[src/rtl/karatsuba_mul_pipe.sv]
// Three-stage pipelined unsigned NxN Karatsuba multiplier with per-transaction
// exact/approximate mode (low sub-product truncation) and a sideband tag.
module karatsuba_mul_pipe #(
    parameter int N           = 16,
    parameter int APPROX_BITS = 4,
    parameter int TAG_W       = 4
) (
    input  logic               clk,
    input  logic               rst_n,
    input  logic               in_valid,
    output logic               in_ready,
    input  logic [N-1:0]       in_a,
    input  logic [N-1:0]       in_b,
    input  logic               in_approx,
    input  logic [TAG_W-1:0]   in_tag,
    output logic               out_valid,
    input  logic               out_ready,
    output logic [2*N-1:0]     out_p,
    output logic               out_approx,
    output logic [TAG_W-1:0]   out_tag,
    output logic [1:0]         occupancy
);
    localparam int K = N / 2;

    generate
        if ((N % 2) != 0 || N < 4 || APPROX_BITS < 0 || APPROX_BITS > N) begin : g_bad_param
            $error("karatsuba_mul_pipe: N must be even and >= 4, 0 <= APPROX_BITS <= N");
        end
    endgenerate

    // Shifting past the width yields zero, so APPROX_BITS == N clears all of L.
    localparam logic [2*K-1:0] LMASK = {(2*K){1'b1}} << APPROX_BITS;

    logic [3:1]        vld_pipe;
    logic              adv;

    logic [K-1:0]      s1_ah, s1_al, s1_bh, s1_bl;
    logic [K:0]        s1_sa, s1_sb;
    logic              s1_ap;
    logic [TAG_W-1:0]  s1_tag;

    logic [2*K-1:0]    s2_h, s2_l;
    logic [2*K+1:0]    s2_m;
    logic              s2_ap;
    logic [TAG_W-1:0]  s2_tag;

    logic [2*K-1:0]    l_full, l_trunc, h_full;
    logic [2*K+1:0]    m_full, mid;
    logic [2*N-1:0]    p_nxt, mid_ext;

    assign adv       = !vld_pipe[3] || out_ready;
    assign in_ready  = adv;
    assign out_valid = vld_pipe[3];
    assign occupancy = {1'b0, vld_pipe[1]} + {1'b0, vld_pipe[2]} + {1'b0, vld_pipe[3]};

    assign h_full  = {{K{1'b0}}, s1_ah} * {{K{1'b0}}, s1_bh};
    assign l_full  = {{K{1'b0}}, s1_al} * {{K{1'b0}}, s1_bl};
    assign l_trunc = s1_ap ? (l_full & LMASK) : l_full;
    assign m_full  = {{(K+1){1'b0}}, s1_sa} * {{(K+1){1'b0}}, s1_sb};

    // MID absorbs the truncation error, so it stays non-negative.
    assign mid = s2_m - {2'b00, s2_h} - {2'b00, s2_l};

    always_comb begin
        mid_ext = '0;
        mid_ext[K +: 2*K+2] = mid;
        p_nxt = {s2_h, {N{1'b0}}} + mid_ext + {{(2*N-2*K){1'b0}}, s2_l};
    end

    always_ff @(posedge clk or negedge rst_n) begin
        if (!rst_n) begin
            vld_pipe   <= '0;
            s1_ah      <= '0;
            s1_al      <= '0;
            s1_bh      <= '0;
            s1_bl      <= '0;
            s1_sa      <= '0;
            s1_sb      <= '0;
            s1_ap      <= 1'b0;
            s1_tag     <= '0;
            s2_h       <= '0;
            s2_l       <= '0;
            s2_m       <= '0;
            s2_ap      <= 1'b0;
            s2_tag     <= '0;
            out_p      <= '0;
            out_approx <= 1'b0;
            out_tag    <= '0;
        end else if (adv) begin
            // Bubbles travel with the data; nothing is collapsed.
            vld_pipe   <= {vld_pipe[2:1], in_valid};
            s1_ah      <= in_a[N-1:K];
            s1_al      <= in_a[K-1:0];
            s1_bh      <= in_b[N-1:K];
            s1_bl      <= in_b[K-1:0];
            s1_sa      <= {1'b0, in_a[N-1:K]} + {1'b0, in_a[K-1:0]};
            s1_sb      <= {1'b0, in_b[N-1:K]} + {1'b0, in_b[K-1:0]};
            s1_ap      <= in_approx;
            s1_tag     <= in_tag;
            s2_h       <= h_full;
            s2_l       <= l_trunc;
            s2_m       <= m_full;
            s2_ap      <= s1_ap;
            s2_tag     <= s1_tag;
            out_p      <= p_nxt;
            out_approx <= s2_ap;
            out_tag    <= s2_tag;
        end
    end
endmodule

[config.mk]
export PLATFORM = sky130hd
export DESIGN_NAME = karatsuba_mul_pipe
export DESIGN_NICKNAME = d
export VERILOG_FILES = /design/src/rtl/karatsuba_mul_pipe.sv
export SDC_FILE = /design/constraint.sdc
export NUM_CORES = 1
export LEC_CHECK = 0
export CAP_MARGIN = 20
export CELL_PAD_IN_SITES_DETAIL_PLACEMENT = 1
export CELL_PAD_IN_SITES_GLOBAL_PLACEMENT = 2
export CORE_MARGIN = 2
export CORE_UTILIZATION = 44
export DETAILED_ROUTE_END_ITERATION = 6
export DONT_BUFFER_PORTS = 1
export GPL_ROUTABILITY_DRIVEN = 0
export HOLD_SLACK_MARGIN = 0.02
export PLACE_DENSITY_LB_ADDON = 0.1
export SYNTH_ARGS = -nofsm -noshare
export SYNTH_HDL_FRONTEND = slang
export SYNTH_SLANG_ARGS = --single-unit
export TNS_END_PERCENT = 20
[constraint.sdc]
create_clock -name clk -period 12 [get_ports clk]
set_input_delay 1.8 -clock clk [delete_from_list [all_inputs] [get_ports clk]]
set_output_delay 1.8 -clock clk [all_outputs]
set_load 0.01 [all_outputs]
==> flow_metrics.tcl, run 1 <==
set metrics [dict create \
    vias 11180 \
    drt_iter0_drc 364 \
    numClockSinks 150 \
    wirelength_um 38730 \
    synth-adder-area-share 0.3298 \
    crit_arrival_ns 5.48 \
    setup_tns_ns 0 \
    post-route-period-util 0.4310 \
    cp-start-kind "flop" \
    critPathKind "reg2reg" \
    antenna_found_initial 0 \
    grt_max_degree 151 \
    crit_path_end_kind "flop" \
    place.port_buffers 0 \
    wl_per_cell_um 18.13 \
    hold_viol_final 0 \
    cp_slowest_cell "fa_1" \
    synth_compound_area_frac 0.1100 \
    num_rows 67 \
    yosys.area_share.simple 0.1862 \
    post-cts-setup-buffer-count 0 \
    dr.pass1.iters 4 \
    synth_nets 2058 \
    critical_path.top_delay_family "compound AO/OA/AOI/OAI gates" \
    required_ns 12.30 \
    ys_warn_count 0 \
    grt.total_usage 0.2331 \
    hp-class "reg2reg" \
    cts_max_level 4 \
    avgSynthCellArea_um2 8.756 \
    start_util 0.4460 \
    tightest_slew_ns 0.9056 \
    ios 82 \
    setup_viol 0 \
    slowest_delay_ns 0.57 \
    grt_pass1_wl_um 65230 \
    max-slew-margin-rel 0.3962 \
    rsz0062_at_grt "no" \
    critPathBufInv 2 \
    synth-xor-area-share 0.04392 \
    cts_tree "built" \
    cts.clk_slew.worst_paths_ns 0.07 \
    nets 2025 \
    synth_edf_count 0 \
    status "completed" \
    syn_area_um2 14960 \
    synthMuxAreaShare 0.002175 \
    die_x_um 188.4 \
    seq_area_frac_synth 0.2510 \
    synth_top_family_by_area "adder cells" \
    cts-root-buf "clkbuf_16" \
    numCtsBuffers 17 \
    ys_ff_latch 150 \
    drv_cap 0 \
    dieArea_um2 35480 \
    crit_chain "inv_1 > fa_1 > inv_1 > ha_1 > or2_2 > fa_1 > a21oi_2 > o211ai_2 > a2111oi_4 > nor3b_2 > a311o_1 > a21oi_2 > xnor2_1 > ha_1 > nand2_1 > o21ai_0 > nor2_1 > a31oi_1 > nand3_1 > xnor2_1 > o21ai_0" \
    ctsLongestPathBuffers 2 \
    viasPerCell 5.232 \
    async_flop_share 1.000 \
    clk-insertion-delay-late_ns 0.45 \
    gr-total-overflow 0 \
    skew_ns 0.007797 \
    grt_pass1_vias 12180 \
    hpwl_um 31310 \
    drive_gt1_frac 0.03377 \
    postCtsHoldBufs 0 \
    drc 0 \
    antenna_left 0 \
    n_antenna_cell 0 \
    period_needed_ns 5.173 \
    syn_inst 1708 \
    syn_to_final_growth_pct 6.592 \
    coreArea_um2 33530 \
    ys_types 58 \
    slew_violations 0 \
    ys.flop_type "dfrtp_1" \
    fmax_mhz 193.3 \
    cts_resized 0 \
    die_h_um 188.4 \
    cp_max_fo 6 \
]
==> layout by cell type, fill, tap and decap left out, types with 21 or more instances in the layout <==
cell     count
nand2_1    311
dfrtp_1    150
and2_1     140
xor2_1      30
o21ai_0     79
a21o_1      21
ha_1       167
xnor2_1     45
fa_1       142
nand3_1     21
a21oi_1     90
inv_1      249
nor2_1      63
==> per-stage QoR <==
stage	std cells	hold slack, ns	util	instance area, um^2	setup slack, ns
6_report	2136	0.4706	0.4754	15940	6.827
3_5_place_dp	2104	0.4605	0.4577	15350	6.850
2_1_floorplan	1708	0.4386	-	14960	7.447
5_1_grt	2136	0.4857	0.4754	15940	6.448
4_1_cts	2136	0.4760	0.4754	15940	6.813
3_3_place_gp	2104	0.4536	0.4577	15350	7.128
==> final timing paths <==
| path | cells past startpoint | to | slack [ns] | from |
|---|---|---|---|---|
| max in group asynchronous | 0 | s1_bl[3] | 10.66 | rst_n |
| max | 21 | out_p[30] | 6.83 | s2_h[0] |
| min in group asynchronous | 0 | out_p[23] | 1.04 | rst_n |
| min reg2reg | 2 | s2_tag[0] | 0.47 | s2_tag[0] |
| max reg2reg | 21 | out_p[30] | 6.83 | s2_h[0] |
| min | 2 | s2_tag[0] | 0.47 | s2_tag[0] |
==> registers in the layout, indices dropped and copies added (netlist names), 8 cells and up <==
register / cells
out_p: 32
s2_m: 18
s2_h: 16
s2_l: 16
s1_sa: 9
s1_sb: 9
s1_ah: 8
s1_al: 8
s1_bh: 8
s1_bl: 8
==> worst reg2reg max path, cell delays in order (launching register included) <==
cell and delay, ns:
dfrtp_1 0.35, inv_1 0.07, fa_1 0.57, inv_1 0.06, ha_1 0.18, or2_2 0.29
fa_1 0.42, a21oi_2 0.20, o211ai_2 0.19, a2111oi_4 0.38, nor3b_2 0.12, a311o_1 0.37
a21oi_2 0.15, xnor2_1 0.10, ha_1 0.39, nand2_1 0.08, o21ai_0 0.28, nor2_1 0.07
a31oi_1 0.36, nand3_1 0.15, xnor2_1 0.16, o21ai_0 0.09
==> cells in the mapped netlist (all sizes together), types with 13 or more instances <==
cell type / instances / share of area
nand2: 311 / 0.078
inv: 250 / 0.063
ha: 167 / 0.14
dfrtp: 150 / 0.25
fa: 142 / 0.19
and2: 140 / 0.059
a21oi: 93 / 0.032
o21ai: 81 / 0.027
nor2: 63 / 0.016
clkbuf: 51 / 0.013
xnor2: 45 / 0.026
xor2: 30 / 0.018
a21o: 21 / 0.011
nand3: 21 / 0.0070
nor3: 13 / 0.0044
o21bai: 13 / 0.0068
==> kinds of logic (layout without fill, tap and decap cells) <==
group,Yosys count,count (layout)
DFF,150,150
AOI/OAI and AO/OA,268,268
adders and majority gates,309,309
xor gates and xnor gates,75,75
and+or+nand+nor,597,597
buffers and inverters,306,286
muxes,3,3
==> layer usage <==
layer  global-route usage  vias up  share of wire
met5                    0        -              0
met4              0.06010        0          0.016
met3              0.03613       37          0.040
met2               0.3985      159           0.49
met1               0.3096     5599           0.45
li1                     -     5380              -
==> final cells by class <==
class                   count  area (um^2)
clock buffers              17        425.4
repair buffers              4        30.03
flip-flops and latches    150         3754
clock inverters            15        168.9
multi-input cells        1252        10060
inverters                 250        943.4
well taps                 448        560.5
fillers                  3966        17590
Power of run 1 is not shown: default switching activity piles up to over one toggle a cycle in this logic, so the estimate is an artifact.
==> run 2: changes to the inputs <==
--- a/config.mk
+++ b/config.mk
@@ -9,7 +9,7 @@
 export CELL_PAD_IN_SITES_DETAIL_PLACEMENT = 1
 export CELL_PAD_IN_SITES_GLOBAL_PLACEMENT = 2
 export CORE_MARGIN = 2
-export CORE_UTILIZATION = 44
+export CORE_UTILIZATION = 41
 export DETAILED_ROUTE_END_ITERATION = 6
 export DONT_BUFFER_PORTS = 1
 export GPL_ROUTABILITY_DRIVEN = 0
==> constraint.sdc (replaced) <==
create_clock -name clk -period 5.2 [get_ports clk]
set_input_delay 0.78 -clock clk [delete_from_list [all_inputs] [get_ports clk]]
set_output_delay 0.78 -clock clk [all_outputs]
set_load 0.01 [all_outputs]
==> run 2 against run 1 <==
Against the previous run: fmax up 3.7%; highest routed layer unchanged; global-route usage down 0.92 points; via count about the same; count of clock-buffer cells in the layout up 2; wire length up 4.8%; clock skew up 0.0074 ns; first-iteration DRC count up 30%; final cell count up 1.3%; worst hold slack worse by 0.29 ns; setup slack worse by 6.6 ns; design area up 1.1%; utilization down 2.5 points.
==> flow_metrics.tcl, run 2 (synthesis gave the netlist of run 1 again) <==
set metrics [dict create \
    cts.clk_slew.worst_paths_ns 0.07 \
    tightest_slew_ns 0.9613 \
    die_h_um 195.0 \
    slew_violations 0 \
    status "completed" \
    r2r_setup_slack_ns 0.21 \
    crit_chain "inv_1 > fa_1 > inv_1 > ha_1 > or2_2 > fa_1 > a21oi_2 > o211ai_4 > a2111oi_4 > nor3b_2 > o21a_1 > nor2_1 > xnor2_1 > ha_1 > nand3_1 > nor3_1 > a211oi_2 > a21oi_2 > o22ai_1 > or3_1 > a31oi_1" \
    largestRegisters "out_p (32), s2_m (18)" \
    wl_per_cell_um 18.76 \
    crit_arrival_ns 5.35 \
    drc 0 \
    num_rows 69 \
    hold_viol_final 0 \
    critical_path.top_delay_family "compound AO/OA/AOI/OAI gates" \
    viasPerCell 5.161 \
    place_area_um2 15450 \
    antenna_found_initial 0 \
    wirelength_um 40590 \
    cp_max_fo 4 \
    cts_tree "built" \
    skew_ns 0.01524 \
    numClockSinks 150 \
    multi_input_area_um2 10090 \
    antenna_left 0 \
    clk-insertion-delay-late_ns 0.45 \
    grt_pass1_vias 11940 \
    drv_cap 0 \
    r2r_end "out_p[31]" \
    ctsLongestPathBuffers 2 \
    crit_path_end_kind "flop" \
    final_cell_mix "nand2_1 (311), inv_1 (249), ha_1 (166), dfrtp_1 (149), fa_1 (142)" \
    cp_slowest_cell "fa_1" \
    max-slew-margin-rel 0.3591 \
    cts_max_level 4 \
    layout_commonest_cell "nand2_1" \
    period_needed_ns 4.986 \
    whs_ns 0.1758 \
    setup_tns_ns 0 \
    largest-register "out_p" \
    final_area_um2 16110 \
    syn_to_final_growth_pct 7.722 \
    numCtsBuffers 17 \
    coreArea_um2 35740 \
    required_ns 5.56 \
    largest_reg_flops 32 \
    hp-class "in2async" \
    critPathKind "reg2reg" \
    start_util 0.4184 \
    place.port_buffers 0 \
    die_x_um 195.0 \
    timing.rr.start "s2_h[0]" \
    dieArea_um2 38020 \
    fmax_mhz 200.6 \
    regArea_um2 3755 \
    cp-start-kind "flop" \
    drive_gt1_frac 0.04407 \
    grt.total_usage 0.2239 \
    slowest_delay_ns 0.57 \
    reg2reg_depth 21 \
    post-route-period-util 0.9589 \
    nFillCells 4215 \
    drt_iter0_drc 475 \
    grt_pass1_wl_um 66660 \
    cts-root-buf "clkbuf_16" \
    dr.pass1.iters 4 \
    setup_viol 0 \
    post-cts-setup-buffer-count 0 \
    hpwl_um 31910 \
    nets 2040 \
    final_core_util 0.4507 \
    grt_max_degree 90 \
    critPathBufInv 2 \
    gr-total-overflow 0 \
    vias 11170 \
    ios 82 \
]
==> run 2: cell count changes in the layout (fill, tap and decap cells not counted), moves of 2 or more <==
cell	before	now
buf_16	0	2
buf_4	4	15
clkinv_2	2	5
inv_6	7	3
inv_8	2	0
==> run 2: metrics by stage <==
stage                     worst slack [ns]  std cells
after floorplan                     0.6466       1708
after global placement              0.3439       2128
after detailed placement            0.2077       2128
after CTS                           0.1562       2163
after global routing             -0.006862       2163
final                               0.2139       2164
==> run 2: layout make-up <==
cell class                      count  share of cell area
Multi-Input combinational cell   1252              0.6262
Sequential cell                   150              0.2331
Inverter                          250             0.05856
Tap cell                          461             0.03580
Clock buffer                       19             0.02749
Timing Repair Buffer               19             0.01227
Clock inverter                     12            0.006446
Antenna cell                        1           0.0001553
==> run 2: worst max-delay path by stage <==
| stage | from | to | slack (ns) | cells after the start |
|---|---|---|---|---|
| 5_1_grt | s2_h[0] | out_p[30] | -0.007 | 21 |
| 4_1_cts | s2_h[0] | out_p[30] | 0.16 | 21 |
| 3_5_place_dp | s2_h[0] | out_p[30] | 0.21 | 21 |
| 2_1_floorplan | s2_h[0] | out_p[30] | 0.65 | 21 |
| 3_3_place_gp | s2_h[0] | out_p[30] | 0.34 | 21 |
| 6_report | s2_h[0] | out_p[31] | 0.21 | 21 |
==> run 2: timing repair <==
action,4_1_cts,5_1_grt
resized for setup,0,8
endpoints found under the hold margin,77,0
endpoints found under the setup margin,0,6
hold buffers,4,0
==> run 2: worst reg2reg max path: stages (launching register included) <==
cell       delay, ns
dfrtp_1         0.36
inv_1           0.08
fa_1            0.57
inv_1           0.05
ha_1            0.18
or2_2           0.28
fa_1            0.42
a21oi_2         0.23
o211ai_4        0.15
a2111oi_4       0.43
nor3b_2         0.12
o21a_1          0.18
nor2_1          0.11
xnor2_1         0.11
ha_1            0.37
nand3_1         0.13
nor3_1          0.21
a211oi_2        0.09
a21oi_2         0.19
o22ai_1         0.13
or3_1           0.35
a31oi_1         0.16
==> run 2: routing by layer <==
| metal | share of wire | vias up | GRT usage |
|---|---|---|---|
| met4 | 0.013 | 0 | 0.05259 |
| met1 | 0.47 | 5588 | 0.3105 |
| li1 | - | 5418 | - |
| met2 | 0.48 | 142 | 0.3733 |
| met3 | 0.038 | 21 | 0.02884 |
| met5 | 0 | - | 0 |
Power of run 2 is left out for the same reason.
